`src/rtl/ic0_bus_arbiter_pkg.sv`:
```
// Shared types and widths for the ic0 master-side bus arbiter.
// Counter widths cover the full legal RD_TIMEOUT / WR_GAP range.
package ic0_arb_pkg;

   localparam int ADDR_W = 32;
   localparam int DATA_W = 32;

   localparam int RD_TIMEOUT_MAX = 255;
   localparam int WR_GAP_MAX     = 7;
   localparam int RD_CNT_W       = $clog2(RD_TIMEOUT_MAX + 1);
   localparam int GAP_CNT_W      = $clog2(WR_GAP_MAX + 1);

   typedef enum logic [2:0] {
      ST_IDLE,
      ST_ISSUE,
      ST_RD_WAIT,
      ST_WR_GAP,
      ST_RSP
   } arb_state_e;

   // Index width that stays legal for a single requester.
   function automatic int idx_w(input int n);
      return (n > 1) ? $clog2(n) : 1;
   endfunction

endpackage

```
`src/rtl/ic0_bus_arbiter_if.sv`:
```
// ic0 master-side bus: write/read valid pulses with address/data out,
// OR-combined slave read ready/data back.
interface ic0_bus_arbiter_if;
   import ic0_arb_pkg::*;

   logic              ic0_c_axi_mst_wr_valid;
   logic              ic0_c_axi_mst_rd_valid;
   logic [ADDR_W-1:0] ic0_axi_mst_wr_addr;
   logic [DATA_W-1:0] ic0_axi_mst_wr_data;
   logic [ADDR_W-1:0] ic0_axi_mst_rd_addr;
   logic              ic0_c_axi_slv_rd_ready;
   logic [DATA_W-1:0] ic0_axi_slv_rd_data;

   modport master (
      output ic0_c_axi_mst_wr_valid,
      output ic0_c_axi_mst_rd_valid,
      output ic0_axi_mst_wr_addr,
      output ic0_axi_mst_wr_data,
      output ic0_axi_mst_rd_addr,
      input  ic0_c_axi_slv_rd_ready,
      input  ic0_axi_slv_rd_data
   );

   modport slave (
      input  ic0_c_axi_mst_wr_valid,
      input  ic0_c_axi_mst_rd_valid,
      input  ic0_axi_mst_wr_addr,
      input  ic0_axi_mst_wr_data,
      input  ic0_axi_mst_rd_addr,
      output ic0_c_axi_slv_rd_ready,
      output ic0_axi_slv_rd_data
   );

endinterface

```
`src/rtl/ic0_bus_arbiter_rr_pick.sv`:
```
// Combinational round-robin picker: first asserted request at or
// above ptr_i, wrapping modulo N.
module ic0_rr_pick #(
   parameter int N  = 2,
   parameter int IW = 1
) (
   input  logic [N-1:0]  req_i,
   input  logic [IW-1:0] ptr_i,
   output logic [IW-1:0] idx_o,
   output logic          any_o
);

   int best;

   // Smallest wrapped distance from the pointer wins.
   always_comb begin
      idx_o = '0;
      best  = N;
      for (int j = 0; j < N; j++) begin
         if (req_i[j] && ((j - int'(ptr_i) + N) % N) < best) begin
            best  = (j - int'(ptr_i) + N) % N;
            idx_o = IW'(j);
         end
      end
   end

   assign any_o = |req_i;

endmodule

```
`src/rtl/ic0_bus_arbiter.sv`:
```
// ic0 master-side bus arbiter: round-robin grant, single-cycle issue,
// read timeout and a post-write gap before the next access.
module ic0_bus_arbiter
   import ic0_arb_pkg::*;
#(
   parameter int N_REQ      = 2,
   parameter int RD_TIMEOUT = 15,
   parameter int WR_GAP     = 2
) (
   input  logic                    clk,
   input  logic                    rst,
   input  logic [N_REQ-1:0]        req_valid,
   input  logic [N_REQ-1:0]        req_wr,
   input  logic [N_REQ*ADDR_W-1:0] req_addr,
   input  logic [N_REQ*DATA_W-1:0] req_wdata,
   output logic [N_REQ-1:0]        grant,
   output logic [N_REQ-1:0]        rsp_valid,
   output logic [DATA_W-1:0]       rsp_rdata,
   output logic                    rsp_err,
   ic0_bus_arbiter_if.master       bus
);

   localparam int IW = idx_w(N_REQ);
   localparam logic [RD_CNT_W-1:0] TMO_LAST =
      RD_CNT_W'(RD_TIMEOUT - 1);
   localparam logic [GAP_CNT_W-1:0] GAP_LAST =
      GAP_CNT_W'((WR_GAP > 0) ? WR_GAP - 1 : 0);

   arb_state_e           state_q;
   logic [IW-1:0]        ptr_q;
   logic [IW-1:0]        win_q;
   logic                 wr_q;
   logic [RD_CNT_W-1:0]  rd_cnt_q;
   logic [GAP_CNT_W-1:0] gap_cnt_q;

   logic [N_REQ-1:0]     grant_q;
   logic [N_REQ-1:0]     rsp_valid_q;
   logic [DATA_W-1:0]    rsp_rdata_q;
   logic                 rsp_err_q;
   logic                 wr_valid_q;
   logic                 rd_valid_q;
   logic [ADDR_W-1:0]    wr_addr_q;
   logic [DATA_W-1:0]    wr_data_q;
   logic [ADDR_W-1:0]    rd_addr_q;

   logic [IW-1:0]        win_d;
   logic [IW-1:0]        ptr_d;
   logic                 any_d;
   logic                 win_wr_d;
   logic [ADDR_W-1:0]    win_addr_d;
   logic [DATA_W-1:0]    win_wdata_d;

   ic0_rr_pick #(
      .N  (N_REQ),
      .IW (IW)
   ) u_pick (
      .req_i (req_valid),
      .ptr_i (ptr_q),
      .idx_o (win_d),
      .any_o (any_d)
   );

   assign ptr_d       = IW'((int'(win_d) + 1) % N_REQ);
   assign win_wr_d    = req_wr[win_d];
   assign win_addr_d  = req_addr[int'(win_d)*ADDR_W +: ADDR_W];
   assign win_wdata_d = req_wdata[int'(win_d)*DATA_W +: DATA_W];

   always_ff @(posedge clk or posedge rst) begin
      if (rst) begin
         state_q     <= ST_IDLE;
         ptr_q       <= '0;
         win_q       <= '0;
         wr_q        <= 1'b0;
         rd_cnt_q    <= '0;
         gap_cnt_q   <= '0;
         grant_q     <= '0;
         rsp_valid_q <= '0;
         rsp_rdata_q <= '0;
         rsp_err_q   <= 1'b0;
         wr_valid_q  <= 1'b0;
         rd_valid_q  <= 1'b0;
         wr_addr_q   <= '0;
         wr_data_q   <= '0;
         rd_addr_q   <= '0;
      end else begin
         grant_q     <= '0;
         rsp_valid_q <= '0;
         wr_valid_q  <= 1'b0;
         rd_valid_q  <= 1'b0;
         unique case (state_q)
            ST_IDLE: begin
               if (any_d) begin
                  win_q   <= win_d;
                  wr_q    <= win_wr_d;
                  ptr_q   <= ptr_d;
                  grant_q <= N_REQ'(1) << win_d;
                  if (win_wr_d) begin
                     wr_valid_q <= 1'b1;
                     wr_addr_q  <= win_addr_d;
                     wr_data_q  <= win_wdata_d;
                  end else begin
                     rd_valid_q <= 1'b1;
                     rd_addr_q  <= win_addr_d;
                  end
                  state_q <= ST_ISSUE;
               end
            end
            ST_ISSUE: begin
               rd_cnt_q  <= '0;
               gap_cnt_q <= '0;
               if (!wr_q) begin
                  state_q <= ST_RD_WAIT;
               end else if (WR_GAP == 0) begin
                  rsp_valid_q <= N_REQ'(1) << win_q;
                  rsp_rdata_q <= '0;
                  rsp_err_q   <= 1'b0;
                  state_q     <= ST_RSP;
               end else begin
                  state_q <= ST_WR_GAP;
               end
            end
            ST_RD_WAIT: begin
               // Ready beats the timeout when both land together.
               if (bus.ic0_c_axi_slv_rd_ready) begin
                  rsp_valid_q <= N_REQ'(1) << win_q;
                  rsp_rdata_q <= bus.ic0_axi_slv_rd_data;
                  rsp_err_q   <= 1'b0;
                  state_q     <= ST_RSP;
               end else if (rd_cnt_q == TMO_LAST) begin
                  rsp_valid_q <= N_REQ'(1) << win_q;
                  rsp_rdata_q <= '0;
                  rsp_err_q   <= 1'b1;
                  state_q     <= ST_RSP;
               end else begin
                  rd_cnt_q <= rd_cnt_q + 1'b1;
               end
            end
            ST_WR_GAP: begin
               if (gap_cnt_q == GAP_LAST) begin
                  rsp_valid_q <= N_REQ'(1) << win_q;
                  rsp_rdata_q <= '0;
                  rsp_err_q   <= 1'b0;
                  state_q     <= ST_RSP;
               end else begin
                  gap_cnt_q <= gap_cnt_q + 1'b1;
               end
            end
            ST_RSP: begin
               state_q <= ST_IDLE;
            end
            default: begin
               state_q <= ST_IDLE;
            end
         endcase
      end
   end

   assign grant     = grant_q;
   assign rsp_valid = rsp_valid_q;
   assign rsp_rdata = rsp_rdata_q;
   assign rsp_err   = rsp_err_q;

   assign bus.ic0_c_axi_mst_wr_valid = wr_valid_q;
   assign bus.ic0_c_axi_mst_rd_valid = rd_valid_q;
   assign bus.ic0_axi_mst_wr_addr    = wr_addr_q;
   assign bus.ic0_axi_mst_wr_data    = wr_data_q;
   assign bus.ic0_axi_mst_rd_addr    = rd_addr_q;

endmodule

```
`src/flat_wrapper.sv`:
```
// flat-port wrapper written by rule: the top's interface ports become plain ports
module ic0_bus_arbiter_flat import ic0_arb_pkg::*;
#(
   parameter int N_REQ      = 2,
   parameter int RD_TIMEOUT = 15,
   parameter int WR_GAP     = 2
)
  (clk, rst, req_valid, req_wr, req_addr, req_wdata, grant, rsp_valid, rsp_rdata, rsp_err, bus_ic0_c_axi_mst_wr_valid, bus_ic0_c_axi_mst_rd_valid, bus_ic0_axi_mst_wr_addr, bus_ic0_axi_mst_wr_data, bus_ic0_axi_mst_rd_addr, bus_ic0_c_axi_slv_rd_ready, bus_ic0_axi_slv_rd_data);
  ic0_bus_arbiter_if bus_i ();
  input  logic clk;
  input  logic rst;
  input  logic [N_REQ-1:0] req_valid;
  input  logic [N_REQ-1:0] req_wr;
  input  logic [N_REQ*ADDR_W-1:0] req_addr;
  input  logic [N_REQ*DATA_W-1:0] req_wdata;
  output logic [N_REQ-1:0] grant;
  output logic [N_REQ-1:0] rsp_valid;
  output logic [DATA_W-1:0] rsp_rdata;
  output logic rsp_err;
  output wire logic [$bits(bus_i.ic0_c_axi_mst_wr_valid)-1:0] bus_ic0_c_axi_mst_wr_valid;
  output wire logic [$bits(bus_i.ic0_c_axi_mst_rd_valid)-1:0] bus_ic0_c_axi_mst_rd_valid;
  output wire logic [$bits(bus_i.ic0_axi_mst_wr_addr)-1:0] bus_ic0_axi_mst_wr_addr;
  output wire logic [$bits(bus_i.ic0_axi_mst_wr_data)-1:0] bus_ic0_axi_mst_wr_data;
  output wire logic [$bits(bus_i.ic0_axi_mst_rd_addr)-1:0] bus_ic0_axi_mst_rd_addr;
  input wire logic [$bits(bus_i.ic0_c_axi_slv_rd_ready)-1:0] bus_ic0_c_axi_slv_rd_ready;
  input wire logic [$bits(bus_i.ic0_axi_slv_rd_data)-1:0] bus_ic0_axi_slv_rd_data;
  assign bus_ic0_c_axi_mst_wr_valid = bus_i.ic0_c_axi_mst_wr_valid;
  assign bus_ic0_c_axi_mst_rd_valid = bus_i.ic0_c_axi_mst_rd_valid;
  assign bus_ic0_axi_mst_wr_addr = bus_i.ic0_axi_mst_wr_addr;
  assign bus_ic0_axi_mst_wr_data = bus_i.ic0_axi_mst_wr_data;
  assign bus_ic0_axi_mst_rd_addr = bus_i.ic0_axi_mst_rd_addr;
  assign bus_i.ic0_c_axi_slv_rd_ready = bus_ic0_c_axi_slv_rd_ready;
  assign bus_i.ic0_axi_slv_rd_data = bus_ic0_axi_slv_rd_data;
  ic0_bus_arbiter #(.N_REQ(N_REQ), .RD_TIMEOUT(RD_TIMEOUT), .WR_GAP(WR_GAP)) u_core (.clk(clk), .rst(rst), .req_valid(req_valid), .req_wr(req_wr), .req_addr(req_addr), .req_wdata(req_wdata), .grant(grant), .rsp_valid(rsp_valid), .rsp_rdata(rsp_rdata), .rsp_err(rsp_err), .bus(bus_i));
endmodule
```
`config.mk`:
```
export PLATFORM = sky130hd
export DESIGN_NAME = ic0_bus_arbiter_flat
export DESIGN_NICKNAME = d
export VERILOG_FILES = /design/src/rtl/ic0_bus_arbiter_pkg.sv /design/src/rtl/ic0_bus_arbiter_if.sv /design/src/rtl/ic0_bus_arbiter_rr_pick.sv /design/src/rtl/ic0_bus_arbiter.sv /design/src/flat_wrapper.sv
export SDC_FILE = /design/constraint.sdc
export NUM_CORES = 1
export LEC_CHECK = 0
export CORE_MARGIN = 2
export CORE_UTILIZATION = 47
export DETAILED_ROUTE_END_ITERATION = 6
export DONT_BUFFER_PORTS = 1
export PLACE_DENSITY = 0.69
export SYNTH_ARGS = -nofsm -noshare
export SYNTH_HDL_FRONTEND = slang
export SYNTH_SLANG_ARGS = --single-unit
```
`constraint.sdc`:
```
create_clock -name clk -period 6.75 [get_ports clk]
set_input_delay 1.35 -clock clk [delete_from_list [all_inputs] [get_ports clk]]
set_output_delay 1.35 -clock clk [all_outputs]
set_load 0.01 [all_outputs]
```
# Word level (Yosys, flattened, before mapping)
# Cells that the tools add are included.
# totals
ff_bits	152
latchBits	0
mem_bits_rw	0
romBits	0
output_inout_bits	135
memories	0
# classes
n_addsub	7
multipliers	0
n_div	0
order_cmp	3
n_eq_ne	11
shift	4
mux	35
bitwise	3
reduce_logical	14
# ops
cell	count
$mux W32	4
$shiftx A64 B7 Y32	2
$pmux W32 S2	1
$lt A2 B32 Y1	1
$mux W8	2
$pmux W8 S2	1
$mux W3	5
$reduce_and A3 Y1	5
$mux W1	13
$pmux W3 S4	1
$mux W2	5
$add A2 B3 Y4 const B	2
$add A8 B1 Y8 const B	1
$eq A8 B4 Y1 const B	1
$eq A3 B1 Y1 const B	2
$eq A3 B2 Y1 const B	2
$ne A2 B2 Y1 const B	3
$pmux W3 S2	1
$reduce_bool A2 Y1	3
$ne A2 B1 Y1 const B	2
$pmux W2 S2	1
$reduce_and A2 Y1	2
$shl A1 B1 Y2 const A	2
$sub A1 B1 Y2 const A	2
other kinds (11)	13

# Depth between registers and ports, before layout
# Gate-level depths: netlist of the first run.
# logic_depth
word_depth	14
depth_mapped	7
ltp_nobuf	6

# By module
# A second synthesis of the first run with hierarchy kept.
# hier_totals
hier_cells	565
hier_area_um2	6715.2
# by_module_without_submodules
mod	instances	cells_per_inst	area_per_inst_um2
ic0_bus_arbiter	1	562	6697.7
ic0_rr_pick	1	3	17.5

# Worst setup path after synthesis of the first run
# No wires, ideal clock.
# synth_path
path_kind	input -> register
start	in req_valid[0]
end	reg u_core.wr_addr_q[0] (netlist: u_core.bus.ic0_axi_mst_wr_addr[0])
arrival_ns	2.656
required_ns	6.625
setup_slack_ns	3.970
path_stages	6
cell_sequence	inv_1 > o21ai_0 > buf_2 > buf_2 > mux2_2 > mux2_2
# synth_between
elab_chain_cells	8
word_cells_on_any_way	10
classes_between	1 x order compare; 1 x shift; 4 x mux; 4 x reduce/logical
# synth_lines
element	line_no	rtl
start, declared	flat_wrapper.sv:12	input logic [N_REQ-1:0] req_valid;
branches (longest 8 deep; another with $lt A2 B32 Y1)	-	
end signal, assigned	ic0_bus_arbiter.sv:99	wr_addr_q <= win_addr_d;
end, declared	ic0_bus_arbiter.sv:42	logic [ADDR_W-1:0] wr_addr_q;
# Several ways; the timed one is not identified. The select of a mux whose other input is x is not followed.
# A chain may end at the register's enable or synchronous reset.

# Final worst setup path of the first run
# layout_path
start	in req_valid[0]
end	reg u_core.wr_addr_q[14] (netlist: u_core.bus.ic0_axi_mst_wr_addr[14])
# Same word-level chain as after synthesis.

==> flow_summary.toml, run 1 <==
[run_status]
status = "completed"

[timing]
min_period_ns = 3.130
setup_viol = 0
fin_crit_sh_pct = 46.37
tns_ns = 0
worst_clock_skew_ns = 0.01213
finalHoldViolCount = 0
slew_violations = 0
max_clock_freq_mhz = 319.5
grt_setup_unrepaired = "false"
worst_pin_slew_ns = 1.345
max-slew-margin-rel_pct = 10.34

[routing]
drcViolationCount = 0
via_count = 3934
postRouteAntennaNets = 0
first_iter_violations = 147
routedWlPerCell_microns = 22.04
via_per_inst = 5.872
routed_wirelength_mm = 14.77
firstDrtPassIters = 4

[die]
num_rows = 43
die_y_microns = 123.7
die_area_sq_um = 15300
start_util_pct = 48.31
ios = 302
fp.dieW_microns = 123.7
core_area_sq_um = 13930

[clocking]
htreeDepth = 4
cts_resized = 0
post_cts_buffers = 0
root_buffer = "clkbuf_16"
cts_buffer_depth = 2
hold_buffers = 0
cts_inserted_buffers = 17
clock_latency_ns = 0.42
cts_tree = "built"
cts.clk_slew.worst_paths_ns = 0.06
cts_sinks = 152

[synthesis]
synthArstFlopShare_pct = 100.0
yosys_warnings = 0
syn_avg_cell_area_sq_um = 13.85
synthesis.nets = 657
ys_ff_latch = 152
synth.cell_area_sq_um = 6731
yosys.cell_types.count = 49
synth_edf_count = 0
yosysSeqAreaShare_pct = 56.51
ys.flop_type = "dfrtp_1"
synth_cells = 486

[grt]
antenna_found_initial = 0
grt_max_degree = 101
overflow = 0
track_usage_pct = 19.41
grt_pass1_wl_mm = 21.98
grt_pass1_vias = 4115

[finish]
antenna_cells = 0
area.growth.synth_to_final_pct = 10.32
nNetsFinal = 648
drive_gt1_share_pct = 41.63

[min_path]
hold_path_class = "reg2reg"

[critical_path]
cp_max_fo = 34
slowest_stage = "a21oi_4"
cp_num_buf_inv = 1
cpLargestDelayFamily = "compound AO/OA/AOI/OAI gates"
crit_type = "in2reg"
crit_path_end_kind = "flop"
cpPeakStageDelay_ns = 0.86
arrival_ns = 3.43
crit_path_start_kind = "primary input"
required_ns = 7.05
path_cells = "nor2b_1, o21ai_0, a21oi_4, buf_4, mux2_2"

[place]
numPortBuffers = 0
gp_congestion = 0.7968
dp_hpwl_mm = 10.48

[pwr]
p_per_area_nw_per_um2 = 486.7
ir_worst_vdd_v = 0.0001969
leakage_nw = 3.201
total_power_mw = 3.614

[run]
maxCapViolations = 0
-- cell families (layout without fill, tap and decap cells) --
group                    after synthesis  count (layout)  synth area share (%)
AND/OR/NAND/NOR                       54              54                 4.480
flip-flops                           152             152                 56.51
AO/OA/AOI/OAI                         69              69                 8.030
multiplexers                         161             161                 26.91
adder cells (fa/ha/maj)                4               4                0.7435
buffers and inverters                 46              50                 3.327
-- layout by cell type (no fill, tap or decap), types with 3 or more instances in the layout --
cell,instances
inv_1,14
o21ai_0,9
nand2b_1,3
inv_6,6
a21oi_1,5
nand3_1,5
nor3_1,3
nor2_1,12
nand2_1,10
clkinv_2,4
and2_1,4
ha_1,4
clkbuf_16,17
mux2_2,160
a22o_1,32
dfrtp_1,152
buf_4,3
clkbuf_8,3
-- flip-flops by register name (all words and copies together) (netlist names) --
signal / flops
u_core.wr_q: 1
u_core.rsp_valid: 2
u_core.gap_cnt_q: 3
u_core.grant: 2
u_core.win_q: 1
u_core.ptr_q: 1
u_core.state_q: 3
u_core.rsp_rdata: 32
u_core.bus.ic0_axi_mst_wr_addr: 32
u_core.bus.ic0_axi_mst_wr_data: 32
u_core.rsp_err: 1
u_core.bus.ic0_c_axi_mst_rd_valid: 1
u_core.bus.ic0_c_axi_mst_wr_valid: 1
u_core.rd_cnt_q: 8
u_core.bus.ic0_axi_mst_rd_addr: 32
-- layout make-up --
cell class	count	area [sq um]
fill	1142	6509
sequential	152	3804
multi-input combinational	288	2736
clock buffer	20	466.7
tap	180	225.2
clock inverter	12	110.1
inverter	15	61.31
timing repair buffer	3	22.52
-- worst min-delay path: cells and delay by family (launching register included) --
family,cells,cell delay (ns)
flops,1,0.34
simple gates,2,0.12
-- per-stage QoR --
| stage | worst slack (ns) | instances | util (%) | area [sq um] | hold WS [ns] |
|---|---|---|---|---|---|
| 2_1_floorplan | 1.307 | 486 | - | 6731 | 0.4236 |
| 3_3_place_gp | 3.203 | 638 | 49.15 | 6849 | 0.4778 |
| 3_5_place_dp | 3.167 | 638 | 49.15 | 6849 | 0.4965 |
| 4_1_cts | 3.591 | 670 | 53.29 | 7426 | 0.5093 |
| 5_1_grt | 3.430 | 670 | 53.29 | 7426 | 0.5353 |
| 6_report | 3.620 | 670 | 53.29 | 7426 | 0.5048 |
-- per-layer routing --
metal,wire length (microns),GRT usage [%],vias up
li1,-,-,1748
met1,5458,22.21,1990
met2,7909,33.48,180
met3,1184,6.639,16
met4,216,7.528,0
met5,0,0,-
-- where the power goes --
| part | internal [mW] | switching [mW] |
|---|---|---|
| clock | 0.540 | 0.378 |
| sequential | 1.32 | 0.544 |
| combinational | 0.478 | 0.350 |
| total | 2.34 | 1.27 |
-- path summary, 6_finish.rpt --
kind / from / end / slack, ns / depth (start not counted)
setup reg to reg: u_core.state_q[1] / u_core.bus.ic0_axi_mst_wr_addr[14] / 3.66 / 5
max in group asynchronous: rst / u_core.rd_cnt_q[3] / 4.55 / 2
setup / recovery: req_valid[0] / u_core.bus.ic0_axi_mst_wr_addr[14] / 3.62 / 5
min in group asynchronous: rst / u_core.bus.ic0_axi_mst_wr_data[30] / 0.98 / 1
hold reg to reg: u_core.wr_q / u_core.wr_q / 0.50 / 2
hold / removal: u_core.wr_q / u_core.wr_q / 0.50 / 2
-- cells in the mapped netlist (all sizes together), types with 4 or more instances --
| cell type | instances | area (sq um) |
|---|---|---|
| a22o | 32 | 280.3 |
| and2 | 5 | 31.28 |
| nand2 | 10 | 37.54 |
| ha | 4 | 50.05 |
| clkbuf | 10 | 37.54 |
| mux2 | 160 | 1802 |
| nor3 | 4 | 25.02 |
| nor2 | 13 | 56.30 |
| a21oi | 6 | 30.03 |
| buf | 21 | 130.1 |
| dfrtp | 152 | 3804 |
| o21ai | 10 | 50.05 |
| inv | 15 | 56.30 |
| nand3 | 5 | 25.02 |
Power figures use the tool's default switching activity.
==> inputs of run 2 (changes only) <==
Settings changed: PLACE_DENSITY 0.69 to 0.71.
Clock period 6.75 ns to 2.8 ns, I/O delays scaled along.
==> run 2 against run 1 <==
Against the previous run:
- critical path depth is 2 lower
- largest cell class unchanged
- critical endpoint is now u_core.rsp_rdata[20]
- count of clock-buffer cells in the layout is 1 higher
- sequential share of layout area down 0.77 points
- first-iteration DRC count grew 22%
- flip-flop and latch count stayed put
- total power rose by 140%
- via count rose by 1.7%
- sequential power grew 140%
- register-to-register slack got worse by 3.1 ns
- clock skew decreased by 0.0050 ns
- core utilization up 0.82 points
==> flow_summary.toml, run 2 (synthesis gave the netlist of run 1 again) <==
[place]
gp_congestion = 0.8511
pre_cts_ws_ns = 0.6040
dp_hpwl_mm = 10.29
numPortBuffers = 0
place_area_sq_um = 6943

[timing]
max_clock_freq_mhz = 449.7
worst_clock_skew_ns = 0.007129
worst_pin_slew_ns = 1.139
finalHoldViolCount = 0
slew_violations = 0
fin_crit_sh_pct = 79.42
grt_setup_unrepaired = "false"
tns_ns = 0
setup_viol = 0
fin_ws_ns = 0.5762
max-slew-margin-rel_pct = 24.08
min_period_ns = 2.224
whs_ns = 0.1668

[clocking]
cts_buffer_depth = 2
clock_latency_ns = 0.42
cts_tree = "built"
post_cts_buffers = 0
cts_inserted_buffers = 17
cts_sinks = 152
htreeDepth = 4
hold_buffers = 0
cts_resized = 0
cts.clk_slew.worst_paths_ns = 0.06
root_buffer = "clkbuf_16"

[finish]
antenna_cells = 0
drive_gt1_share_pct = 42.11
nFillCells = 1113
fin_area_sq_um = 7540
layout_commonest_cell = "mux2_2"
final_cell_mix = "160 x mux2_2, 152 x dfrtp_1, 32 x a22o_1"
nNetsFinal = 654
area.growth.synth_to_final_pct = 12.01

[routing]
routedWlPerCell_microns = 21.65
postRouteAntennaNets = 0
firstDrtPassIters = 4
drcViolationCount = 0
first_iter_violations = 180
via_per_inst = 5.935
routed_wirelength_mm = 14.59
via_count = 4000

[critical_path]
reg2reg_setup_slack_ns = 0.58
arrival_ns = 2.58
crit_type = "reg2reg"
r2r_end = "u_core.rsp_rdata[20]"
reg2reg_from = "u_core.state_q[2]"
crit_start = "u_core.state_q[2]"
r2r_cells = 3
cp_max_fo = 32
crit_path_start_kind = "flop"
required_ns = 3.15
crit_path_end_kind = "flop"

[pwr]
seq_power_share_pct = 49.9
p_per_area_nw_per_um2 = 1171
internal_power_mw = 5.802
p_sw_mw = 3.030
total_power_mw = 8.832
leakage_nw = 3.248
p_sw_share_pct = 34.31
pwr-share-comb_pct = 24.2
ir_worst_vdd_v = 0.0005748
pwr-share-clk_pct = 25.9

[die]
ios = 302
core_area_sq_um = 13930
fp.dieW_microns = 123.7
die_area_sq_um = 15300
num_rows = 43
start_util_pct = 48.31
die_y_microns = 123.7

[run]
maxCapViolations = 0

[grt]
grt_pass1_wl_mm = 21.96
track_usage_pct = 18.91
grt_max_degree = 64
overflow = 0
grt_pass1_vias = 4261
antenna_found_initial = 0

[min_path]
hold_path_class = "in2async"

[run_status]
status = "completed"
## run 2: cell types whose count changed in the layout (fill, tap and decap cells not counted)
cell	change
buf_12	+4
buf_4	+2
bufinv_16	+1
clkbuf_8	+1
clkinv_2	-3
clkinv_4	+2
clkinvlp_4	+1
inv_6	-4
## run 2: critical path: stages, from the launching register on
cell and delay (ns):
dfrtp_1 0.58, nor2_4 0.32, and3_1 0.95, a22o_1 0.29
## run 2: worst max-delay path by stage
stage	to	slack, ns	depth (start not counted)
2_1_floorplan	u_core.bus.ic0_axi_mst_rd_addr[0]	0.32	1
3_3_place_gp	u_core.bus.ic0_axi_mst_wr_addr[10]	0.71	5
3_5_place_dp	u_core.rsp_rdata[14]	0.60	3
4_1_cts	u_core.rsp_rdata[20]	0.60	3
5_1_grt	u_core.rsp_rdata[30]	0.43	3
6_report	u_core.rsp_rdata[20]	0.58	3
## run 2: final cells by class
class / instances / area [sq um] / share of cell area [%]
Clock inverter: 9 / 116.4 / 1.543
Clock buffer: 21 / 480.5 / 6.372
Sequential cell: 152 / 3804 / 50.45
Timing Repair Buffer: 9 / 117.6 / 1.560
Tap cell: 180 / 225.2 / 2.987
Multi-Input combinational cell: 288 / 2736 / 36.29
Inverter: 15 / 60.06 / 0.7965
## run 2: routing by layer
metal,global-route usage [%],up-vias,wire length (microns)
li1,-,1764,-
met4,7.173,0,219
met5,0,-,0
met1,22.01,2029,5570
met2,32.73,186,7811
met3,5.861,21,989
## run 2: power by group through the flow
| stage | sequential, mW | combinational (mW) | clock (mW) |
|---|---|---|---|
| detailed placement | 4.45 | 2.17 | 0 |
| global placement | 4.43 | 2.03 | 0 |
| global route | 4.52 | 2.37 | 2.45 |
| floorplan | 4.14 | 1.86 | 0 |
| finish | 4.41 | 2.13 | 2.29 |
| CTS | 4.44 | 2.17 | 2.35 |
## run 2: stage by stage
stage | instances | utilization [%]
finish | 674 | 54.11
global route | 674 | 54.11
CTS | 674 | 54.11
detailed placement | 644 | 49.82
global placement | 644 | 49.82
floorplan | 486 | -
